$ cat src/rtl/vx_commit_arb_pkg.sv
// Shared types and sizing for the commit arbiter: one commit packet per stream.
package vx_commit_arb_pkg;

  localparam int NUM_REQS     = 4;
  localparam int NUM_THREADS  = 4;
  localparam int NW_BITS      = 2;
  localparam int NR_BITS      = 5;
  localparam int UUID_BITS    = 44;
  localparam int CNT_BITS     = $clog2(NUM_REQS * NUM_THREADS + 1);
  localparam int REQ_IDX_BITS = $clog2(NUM_REQS);

  typedef struct packed {
    logic [UUID_BITS-1:0]      uuid;
    logic [NW_BITS-1:0]        wid;
    logic [NUM_THREADS-1:0]    tmask;
    logic [31:0]               pc;
    logic [NR_BITS-1:0]        rd;
    logic                      wb;
    logic                      eop;
    logic [NUM_THREADS*32-1:0] data;
  } commit_t;

  localparam int COMMIT_W = $bits(commit_t);

  function automatic logic [CNT_BITS-1:0] popcount(input logic [NUM_THREADS-1:0] m);
    logic [CNT_BITS-1:0] cnt;
    cnt = '0;
    for (int i = 0; i < NUM_THREADS; i++) begin
      cnt = cnt + CNT_BITS'(m[i]);
    end
    return cnt;
  endfunction

endpackage

$ cat src/rtl/vx_rr_arbiter.sv
// Round-robin arbiter: searches upward from the pointer, pointer moves past the
// winner only when the grant is accepted.
module vx_rr_arbiter
  import vx_commit_arb_pkg::*;
#(
  parameter int N        = NUM_REQS,
  parameter int IDX_BITS = $clog2(N)
) (
  input  logic                clk,
  input  logic                reset,
  input  logic [N-1:0]        req,
  input  logic                accept,
  output logic [N-1:0]        grant,
  output logic [IDX_BITS-1:0] grant_idx,
  output logic                grant_valid
);

  logic [IDX_BITS-1:0] ptr;
  int                  k;

  // pick the first requester at ptr, ptr+1, ... wrapping at N
  always_comb begin
    grant       = '0;
    grant_idx   = '0;
    grant_valid = 1'b0;
    k           = 0;
    for (int i = 0; i < N; i++) begin
      k = int'(ptr) + i;
      if (k >= N) k = k - N;
      if (!grant_valid && req[k]) begin
        grant_valid = 1'b1;
        grant_idx   = IDX_BITS'(k);
        grant[k]    = 1'b1;
      end
    end
  end

  // advance the pointer past an accepted winner, hold otherwise
  always_ff @(posedge clk or negedge reset) begin
    if (!reset) begin
      ptr <= '0;
    end else if (accept) begin
      ptr <= (grant_idx == IDX_BITS'(N - 1)) ? '0 : grant_idx + 1'b1;
    end
  end

endmodule

$ cat src/rtl/vx_commit_arb.sv
// Commit arbiter: non-writeback commits retire freely, writeback commits share
// one registered writeback port, and retired thread-instructions are counted
// at input fire for the CSR block.
module vx_commit_arb
  import vx_commit_arb_pkg::*;
(
  input  logic                                 clk,
  input  logic                                 reset,
  input  logic [NUM_REQS-1:0]                  in_valid,
  output logic [NUM_REQS-1:0]                  in_ready,
  input  logic [NUM_REQS*UUID_BITS-1:0]        in_uuid,
  input  logic [NUM_REQS*NW_BITS-1:0]          in_wid,
  input  logic [NUM_REQS*NUM_THREADS-1:0]      in_tmask,
  input  logic [NUM_REQS*32-1:0]               in_PC,
  input  logic [NUM_REQS*NR_BITS-1:0]          in_rd,
  input  logic [NUM_REQS-1:0]                  in_wb,
  input  logic [NUM_REQS-1:0]                  in_eop,
  input  logic [NUM_REQS*NUM_THREADS*32-1:0]   in_data,
  output logic                                 wb_valid,
  input  logic                                 wb_ready,
  output logic [UUID_BITS-1:0]                 wb_uuid,
  output logic [NW_BITS-1:0]                   wb_wid,
  output logic [NUM_THREADS-1:0]               wb_tmask,
  output logic [31:0]                          wb_PC,
  output logic [NR_BITS-1:0]                   wb_rd,
  output logic                                 wb_eop,
  output logic [NUM_THREADS*32-1:0]            wb_data,
  output logic                                 cmt_valid,
  output logic [CNT_BITS-1:0]                  cmt_size
);

  commit_t                 stream [NUM_REQS];
  commit_t                 nxt;
  commit_t                 wb_q;
  logic [COMMIT_W-1:0]     wb_q_bits;
  logic [NUM_REQS-1:0]     req;
  logic [NUM_REQS-1:0]     grant;
  logic [NUM_REQS-1:0]     fire;
  logic [REQ_IDX_BITS-1:0] grant_idx;
  logic                    grant_valid;
  logic                    out_en;
  logic [CNT_BITS-1:0]     retire_sum;
  logic [CNT_BITS-1:0]     cmt_size_q;
  logic                    cmt_valid_q;

  // slice the flat input buses into one packet per stream
  always_comb begin
    for (int i = 0; i < NUM_REQS; i++) begin
      stream[i].uuid  = in_uuid[i*UUID_BITS +: UUID_BITS];
      stream[i].wid   = in_wid[i*NW_BITS +: NW_BITS];
      stream[i].tmask = in_tmask[i*NUM_THREADS +: NUM_THREADS];
      stream[i].pc    = in_PC[i*32 +: 32];
      stream[i].rd    = in_rd[i*NR_BITS +: NR_BITS];
      stream[i].wb    = in_wb[i];
      stream[i].eop   = in_eop[i];
      stream[i].data  = in_data[i*NUM_THREADS*32 +: NUM_THREADS*32];
    end
  end

  // the wb bit of the output register doubles as wb_valid
  assign wb_q     = commit_t'(wb_q_bits);
  assign wb_valid = wb_q.wb;
  assign out_en   = !wb_valid || wb_ready;
  assign req      = in_valid & in_wb;

  vx_rr_arbiter #(
    .N        (NUM_REQS),
    .IDX_BITS (REQ_IDX_BITS)
  ) u_rr_arbiter (
    .clk         (clk),
    .reset       (reset),
    .req         (req),
    .accept      (grant_valid && out_en),
    .grant       (grant),
    .grant_idx   (grant_idx),
    .grant_valid (grant_valid)
  );

  // non-writeback streams are always ready; only the winner sees out_en
  always_comb begin
    in_ready = ~in_wb | (grant & {NUM_REQS{out_en}});
    fire     = in_valid & in_ready;
  end

  // thread-instructions retired this cycle, counted on eop fires only
  always_comb begin
    retire_sum = '0;
    for (int i = 0; i < NUM_REQS; i++) begin
      if (fire[i] && in_eop[i]) retire_sum = retire_sum + popcount(stream[i].tmask);
    end
  end

  // winner's packet, with the wb bit carrying whether anything was granted
  always_comb begin
    nxt    = stream[grant_idx];
    nxt.wb = grant_valid;
  end

  // writeback output stage, loads only when the slot is free or draining
  always_ff @(posedge clk or negedge reset) begin
    if (!reset) begin
      wb_q_bits <= '0;
    end else if (out_en) begin
      wb_q_bits <= nxt;
    end
  end

  // retirement report, one cycle after the fires it counts
  always_ff @(posedge clk or negedge reset) begin
    if (!reset) begin
      cmt_size_q  <= '0;
      cmt_valid_q <= 1'b0;
    end else begin
      cmt_size_q  <= retire_sum;
      cmt_valid_q <= (retire_sum != '0);
    end
  end

  assign cmt_valid = cmt_valid_q;
  assign cmt_size  = cmt_size_q;
  assign wb_uuid   = wb_q.uuid;
  assign wb_wid    = wb_q.wid;
  assign wb_tmask  = wb_q.tmask;
  assign wb_PC     = wb_q.pc;
  assign wb_rd     = wb_q.rd;
  assign wb_eop    = wb_q.eop;
  assign wb_data   = wb_q.data;

endmodule

$ cat config.mk
export PLATFORM = sky130hd
export DESIGN_NAME = vx_commit_arb
export DESIGN_NICKNAME = d
export VERILOG_FILES = /design/src/rtl/vx_commit_arb_pkg.sv /design/src/rtl/vx_rr_arbiter.sv /design/src/rtl/vx_commit_arb.sv
export SDC_FILE = /design/constraint.sdc
export NUM_CORES = 1
export LEC_CHECK = 0
export CAP_MARGIN = 30
export CELL_PAD_IN_SITES_DETAIL_PLACEMENT = 1
export CELL_PAD_IN_SITES_GLOBAL_PLACEMENT = 2
export CORE_AREA = 4 4 430 432
export DETAILED_ROUTE_END_ITERATION = 10
export DIE_AREA = 0 0 434 436
export MAX_ROUTING_LAYER = met4
export PLACE_DENSITY_LB_ADDON = 0.1
export SLEW_MARGIN = 40
export SYNTH_ARGS = -nofsm -noshare
export SYNTH_HDL_FRONTEND = slang
export SYNTH_SLANG_ARGS = --single-unit
$ cat constraint.sdc
create_clock -name clk -period 9 [get_ports clk]
set_clock_uncertainty 0.15 [all_clocks]
set_input_delay 2.25 -clock clk [delete_from_list [all_inputs] [get_ports clk]]
set_output_delay 2.25 -clock clk [all_outputs]
set_load 0.005 [all_outputs]
Word-level counts from Yosys, hierarchy flattened
Index checks and enable logic that the tools add are counted.
{"block": "classes", "add_sub_neg": 23, "magnitude_cmp": 13, "eq_ne": 1, "mux": 44, "n_bitwise": 9, "reduce_logical": 18}
{"op": "$bmux 217 s2", "n": 1}
{"op": "$mux 217", "n": 2}
{"op": "$ge 32x1->1 const B", "n": 4}
{"op": "$lt 32x4->1 const B", "n": 4}
{"op": "$mux 32", "n": 4}
{"op": "$ge 32x4->1 const B", "n": 3}
{"op": "$sub 32x4->32 const B", "n": 3}
{"op": "$mux 4", "n": 5}
{"op": "$add 3x1->4", "n": 4}
{"op": "$mux 1", "n": 16}
{"op": "$or 4x4->4", "n": 4}
{"op": "$add 5x4->5", "n": 3}
{"op": "$mux 5", "n": 3}
{"op": "$add 2x1->3", "n": 4}
{"op": "$and 4x4->4", "n": 3}
{"op": "$logic_and 1x1->1", "n": 12}
{"op": "$mux 2", "n": 5}
{"op": "$add 1x1->2", "n": 4}
{"op": "$bmux 1 s2", "n": 4}
{"op": "$demux 1 s2", "n": 4}
{"op": "$add 2x2->3 const B", "n": 2}
{"op": "$reduce_bool 5->1", "n": 1}
{"op": "$logic_not 1->1", "n": 4}
{"op": "$not 4->4", "n": 1}
{"op": "8 further kinds", "n": 8}
{"block": "totals", "ff_bits": 225, "inputBits": 875, "out_inout_bits": 227, "word_cells": 112}

Longest topological paths before layout
{"block": "logic_depth", "word_depth": 27, "depth_mapped": 25, "depth_no_buf": 23}

Cells and area by module
From an unflattened synthesis, not the netlist that was laid out.
{"block": "hier_totals", "cells_unflattened": 939, "hier_area_um2": 14844.2}
{"module": "vx_commit_arb", "n_inst": 1, "cells_per_inst": 836, "area_per_inst_um2": 14059.7, "seq_area_each_um2": 5580.4}
{"module": "vx_rr_arbiter", "n_inst": 1, "cells_per_inst": 103, "area_per_inst_um2": 784.5, "seq_area_each_um2": 50.0}

Worst setup path before layout
No wires, ideal clock.
{"block": "synth_timing", "kind": "input port to flip-flop", "startpoint": "input port in_wb[2]", "endpoint": "register cmt_valid_q, in the netlist cmt_valid", "arrival_ns": 7.655, "required_time_ns": 8.711, "setup_slack_ns": 1.057, "stages": 20, "path_buffers": 1, "cell_sequence": "buf_4 -> nand2_1 -> mux4_2 -> and2_0 -> a211o_1 -> o211a_1 -> fa_1 -> inv_1 -> fa_1 -> fa_1 -> mux2i_1 -> fa_1 -> mux2i_1 -> inv_1 -> ha_1 -> a21oi_1 -> o41a_1 -> o31ai_1 -> nand4_1 -> or4_1"}
{"block": "synth_via", "elab_chain_len": 26, "elab_cells_between_ends": 45, "classes_between": "3 x add/sub; 23 x mux; 8 x bitwise; 11 x reduce/logical"}
{"item": "start: declaration", "line_no": "vx_commit_arb.sv:16", "source": "input logic [NUM_REQS-1:0] in_wb,"}
{"item": "$and 4x4->4", "line_no": "vx_commit_arb.sv:64", "source": "assign req = in_valid & in_wb;"}
{"item": "$bmux 1 s2", "line_no": "vx_rr_arbiter.sv:30", "source": "if (!grant_valid && req[k]) begin"}
{"item": "$mux 1 (implied by the code) (2 in a row)", "line_no": "vx_rr_arbiter.sv:30"}
{"item": "$mux 1", "line_no": "vx_rr_arbiter.sv:30"}
{"item": "$logic_not 1->1", "line_no": "vx_rr_arbiter.sv:30"}
{"item": "$logic_and 1x1->1", "line_no": "vx_rr_arbiter.sv:30"}
{"item": "$mux 1", "line_no": "vx_rr_arbiter.sv:30"}
{"item": "$logic_not 1->1", "line_no": "vx_rr_arbiter.sv:30"}
{"item": "[... 10 more ...]"}
{"item": "$add 5x4->5", "line_no": "vx_commit_arb.sv:89", "source": "if (fire[i] && in_eop[i]) retire_sum = retire_sum + popcount(stream[i].tmask);"}
{"item": "$mux 5", "line_no": "vx_commit_arb.sv:89"}
{"item": "$add 5x4->5", "line_no": "vx_commit_arb.sv:89"}
{"item": "$mux 5", "line_no": "vx_commit_arb.sv:89"}
{"item": "$add 5x4->5", "line_no": "vx_commit_arb.sv:89"}
{"item": "$mux 5 *", "line_no": "vx_commit_arb.sv:89"}
{"item": "via retire_sum[3]", "line_no": "vx_commit_arb.sv:42", "source": "logic [CNT_BITS-1:0] retire_sum;"}
{"item": "$reduce_bool 5->1 *", "line_no": "vx_commit_arb.sv:115", "source": "cmt_valid_q <= (retire_sum != '0);"}
{"item": "end signal: assignment", "line_no": "vx_commit_arb.sv:115"}
{"item": "end: declaration", "line_no": "vx_commit_arb.sv:44", "source": "logic cmt_valid_q;"}
The timed path passes the listed nets; every way through them passes the cells marked *. The select of a mux whose other input is x is not followed.
A chain may end at the register's enable or synchronous reset.

Worst setup path after layout
{"block": "layout_timing", "startpoint": "input port in_valid[2]", "endpoint": "register cmt_valid_q, in the netlist cmt_valid"}
{"block": "layout_via", "elab_chain_len": 26, "elab_cells_between_ends": 44, "classes_between": "3 x add/sub; 23 x mux; 7 x bitwise; 11 x reduce/logical"}
{"item": "start: declaration", "line_no": "vx_commit_arb.sv:9", "source": "input logic [NUM_REQS-1:0] in_valid,"}
{"item": "$and 4x4->4", "line_no": "vx_commit_arb.sv:64"}
{"item": "$bmux 1 s2", "line_no": "vx_rr_arbiter.sv:30"}
{"item": "$mux 1 (implied by the code) (2 in a row)", "line_no": "vx_rr_arbiter.sv:30"}
{"item": "$mux 1", "line_no": "vx_rr_arbiter.sv:30"}
{"item": "$logic_not 1->1", "line_no": "vx_rr_arbiter.sv:30"}
{"item": "$logic_and 1x1->1", "line_no": "vx_rr_arbiter.sv:30"}
{"item": "$mux 1", "line_no": "vx_rr_arbiter.sv:30"}
{"item": "$logic_not 1->1", "line_no": "vx_rr_arbiter.sv:30"}
{"item": "[... 10 more ...]"}
{"item": "$add 5x4->5", "line_no": "vx_commit_arb.sv:89"}
{"item": "$mux 5", "line_no": "vx_commit_arb.sv:89"}
{"item": "$add 5x4->5", "line_no": "vx_commit_arb.sv:89"}
{"item": "$mux 5", "line_no": "vx_commit_arb.sv:89"}
{"item": "$add 5x4->5", "line_no": "vx_commit_arb.sv:89"}
{"item": "$mux 5 *", "line_no": "vx_commit_arb.sv:89"}
{"item": "via retire_sum[3]", "line_no": "vx_commit_arb.sv:42"}
{"item": "$reduce_bool 5->1 *", "line_no": "vx_commit_arb.sv:115"}
Marked as above.

==> impl_metrics.csv <==
group,metric,value,unit
clocking,tritoncts,"built",
setup_path,critPathTopFamily,"adder cells",
clocking,clock-root-buffer,"sky130_fd_sc_hd__clkbuf_16",
global_routing,grt.met2_usage,28.1,%
logic_synthesis,synth.yosys.warnings,0,
floorplan,fp_rows,156,
logic_synthesis,synth.area.top_cells,"sky130_fd_sc_hd__dfrtp_1, sky130_fd_sc_hd__nand2_1, sky130_fd_sc_hd__nor2_1",
run,cap_violations,0,
worst_hold_path,worst_hold_path_type,"flop to flop",
setup_path,crit_type,"primary input to flop",
routing,route.antenna.remaining_nets,0,
power,power_frac_comb,60.2,%
timing,worst-slew-pin-transition,0.765,ns
routing,drt-vias-per-instance,3.49,
timing,max-slew-margin-rel,49.0,%
global_routing,grt.overflow.total,0,
cells_and_area,most-common-layout-cells,"sky130_fd_sc_hd__clkdlybuf4s50_1, sky130_fd_sc_hd__nand2_1, sky130_fd_sc_hd__nor2_1",
floorplan,die_w,434,um
routing,drt_iter0_drc,665,
logic_synthesis,synthFlopType,"sky130_fd_sc_hd__dfrtp_1",
setup_path,worstPathCellList,"clkdlybuf4s50_1 -> and2_0 -> mux4_2 -> nor3b_1 -> a211o_1 -> o211a_1 -> fa_1 -> inv_1 -> fa_1 -> fa_1 -> mux2i_1 -> fa_1 -> mux2i_1 -> inv_1 -> ha_1 -> a21oi_1 -> nor3_1 -> o31ai_1 -> nand4_1 -> or4_1",
routing,drtPass1Iterations,5,
placement,place.port_buffers,1101,
timing,timing.final.max_slew_violations,0,
timing,finalHoldViolCount,0,
clocking,clock_sinks,225,
global_routing,met3_usage,5.45,%
setup_path,critical-path-slowest-cell,"sky130_fd_sc_hd__clkdlybuf4s50_1",
global_routing,grt_first_pass_wirelength,193000,um
worst_hold_path,whs_path_depth,2,
timing,setup_violations,0,
setup_path,timing.critical_path.required,9.30,ns
setup_path,rr_worst_depth,24,
clocking,ctsHoldBuffers,0,
setup_path,critPathBufInv,3,
clocking,ctsResizeCount,0,
cells_and_area,area_growth_syn_to_layout,96.4,%
routing,route.detailed.wl_per_inst,23.6,um
timing,unrepaired_setup_endpoints_after_global_routing,"no",
cells_and_area,layout.filler_cells,21600,
timing,max_freq,0.120,GHz
placement,place_area,29700,um2
power,clock_power_share,19.1,%
logic_synthesis,synth_area,16000,um2
placement,gp_congestion,0.790,
floorplan,top_level_ports,1102,
setup_path,cp_slowest_stage_delay,0.61,ns
setup_path,cp_data_arrival_time,8.61,ns
clocking,ctsHtreeMaxLevel,2,
floorplan,floorplan.die_area,189000,um2
setup_path,timing.critical_path.mode_cell,"sky130_fd_sc_hd__fa_1",
clocking,buffers_inserted_by_post_cts_timing_repair,0,
global_routing,grt_antenna_before_repair,113,
global_routing,grt.busiest_layer,"met2",
logic_synthesis,yosysUniqueCellTypes,63,
logic_synthesis,syn_avg_cell_area,6.27,um2
cells_and_area,layout.cells.most_common,"sky130_fd_sc_hd__clkdlybuf4s50_1",
clocking,clk_pin_slew,0.05,ns
power,p_leak,12.2,nW
logic_synthesis,syn_nets,3443,
logic_synthesis,synth-seq-cells,225,
timing,fin_tns_setup,0,ns
floorplan,floorplan.core_area,181000,um2
logic_synthesis,yosysTopAreaCell,"sky130_fd_sc_hd__dfrtp_1",
setup_path,number_of_cells_on_the_critical_path,20,
clocking,cts_buffer_depth,3,
setup_path,crit_path_max_fanout,7,
routing,route.vias.total,21000,
routing,drc,0,
global_routing,first_global_vias,22900,
outcome,run_status,"finished clean",
power,power-per-cell-area,282,nW/um2
logic_synthesis,netlist.area_leader.share,35.3,%
cells_and_area,fin_cells,6011,
timing,min_tclk_post_route,8.31,ns
power,max-vdd-ir-drop,0.279,mV
power,cell_internal_pwr,0.00472,W
setup_path,worstSetupStartpointType,"primary input",
clocking,worst_skew_pair.late_latency,0.59,ns
logic_synthesis,synth_edf_count,0,
clocking,numCtsBuffers,42,
global_routing,grt_start_max_net_pins,149,
routing,drt-total-wl,142000,um
global_routing,groute.layer.met1.usage,14.8,%
logic_synthesis,synth-seq-area-share,35.3,%
floorplan,die_height,436,um
power,sequentialPowerShare,20.7,%
cells_and_area,final_area,31300,um2
logic_synthesis,async_reset_ff_share,100,%
placement,dp.cells,5868,
power,p_switching,0.00412,W
power,fraction_of_power_spent_switching_nets,46.7,%
timing,fin_crit_sh,92.3,%
global_routing,global_route.usage.total,14.9,%
placement,place.detailed.hpwl,114000,um
floorplan,floorplan.initialDensity,8.83,%
logic_synthesis,syn_inst,2545,
setup_path,setup.worst_path.end_class,"flop",
cells_and_area,layout.nets,4442,
power,post-layout-total-power,0.00884,W
cells_and_area,drive_gt1_share,3.83,%
==> sequential cells by signal (all words and copies together), names as in the netlist, named ones only <==
name              count
cmt_size              5
cmt_valid             1
u_rr_arbiter.ptr      1
wb_q                217
==> cells by family (layout without fill, tap and decap cells) <==
group | count (synthesis) | in the layout | share of synthesized area (%)
AO/OA/AOI/OAI | 504 | 504 | 16.9
adder cells (fa/ha/maj) | 23 | 23 | 2.27
multiplexers | 10 | 10 | 0.894
other | 0 | 67 | 0
XOR/XNOR | 4 | 4 | 0.306
buffers and inverters | 226 | 1255 | 5.51
flip-flops | 225 | 225 | 35.3
AND/OR/NAND/NOR | 1553 | 1553 | 38.8
==> power by group through the flow <==
stage / logic, W / registers (W) / clock network [W]
2_1_floorplan: 0.00218 / 0.00185 / 0
4_1_cts: 0.00563 / 0.00185 / 0.00181
3_3_place_gp: 0.00561 / 0.00185 / 0
5_1_grt: 0.00601 / 0.00191 / 0.00184
3_5_place_dp: 0.00561 / 0.00186 / 0
6_report: 0.00533 / 0.00183 / 0.00169
==> metal layers <==
| layer | up-vias | share of wire [%] |
|---|---|---|
| li1 | 10400 | - |
| met4 | 0 | 1.6 |
| met5 | - | 0 |
| met3 | 175 | 8.5 |
| met2 | 690 | 54 |
| met1 | 9729 | 36 |
==> synthesized netlist by cell type, drive strengths merged (2+ instances only) <==
library cell and number:
xnor2 2, clkbuf 191, o21a 3, nor2 648
a21o 3, mux4 3, nor4b 2, a211o 3
inv 28, nand2 659, mux2i 6, o211a 4
ha 13, nand3b 2, fa 10, nor3 5
o21ai 444, o211ai 8, and2 8, dfrtp 225
a32o 2, nand4 3, a221o 2, a211oi 4
nor3b 2, buf 7, nand3 218, a21oi 18
o31ai 2
==> final cells by class <==
cell class                      count  area, um2  area share (%)
Timing Repair Buffer             1153      11600            37.1
Inverter                           28        105           0.336
Multi-Input combinational cell   2094       9480            30.3
Antenna cell                       67        168           0.535
Tap cell                         2370       2970            9.47
Clock buffer                       63       1230            3.93
Clock inverter                     11        134           0.427
Sequential cell                   225       5630            18.0
==> worst register-to-register path: cells and delay by family, from the launching register on <==
kind | cells | cell delay, ns
muxes | 2 | 0.29
DFF | 1 | 0.84
and+or+nand+nor | 6 | 1.55
AOI/OAI and AO/OA | 4 | 1.19
buffers and inverters | 6 | 0.81
adders and majority gates | 6 | 2.47
==> through the flow <==
stage,hold slack (ns),utilization [%],setup slack [ns]
floorplan,0.323,-,1.06
global placement,0.311,16.4,0.0114
detailed placement,0.319,16.5,-0.000137
CTS,0.332,17.2,0.686
global route,0.340,17.3,0.360
finish,0.324,17.3,0.689
==> final timing paths <==
kind	from	end	slack, ns
worst max-delay path	in_valid[2]	cmt_valid$_DFF_PN0_	0.69
worst min-delay path	wb_q[194]$_DFFE_PN0P_	wb_q[194]$_DFFE_PN0P_	0.32
worst max register to register	flop	cmt_valid$_DFF_PN0_	1.59
worst min register to register	wb_q[194]$_DFFE_PN0P_	wb_q[194]$_DFFE_PN0P_	0.32
max in group asynchronous	reset	wb_q[31]$_DFFE_PN0P_	5.86
min in group asynchronous	reset	wb_q[120]$_DFFE_PN0P_	1.51
No activity file was read; power rests on OpenSTA's default activity.
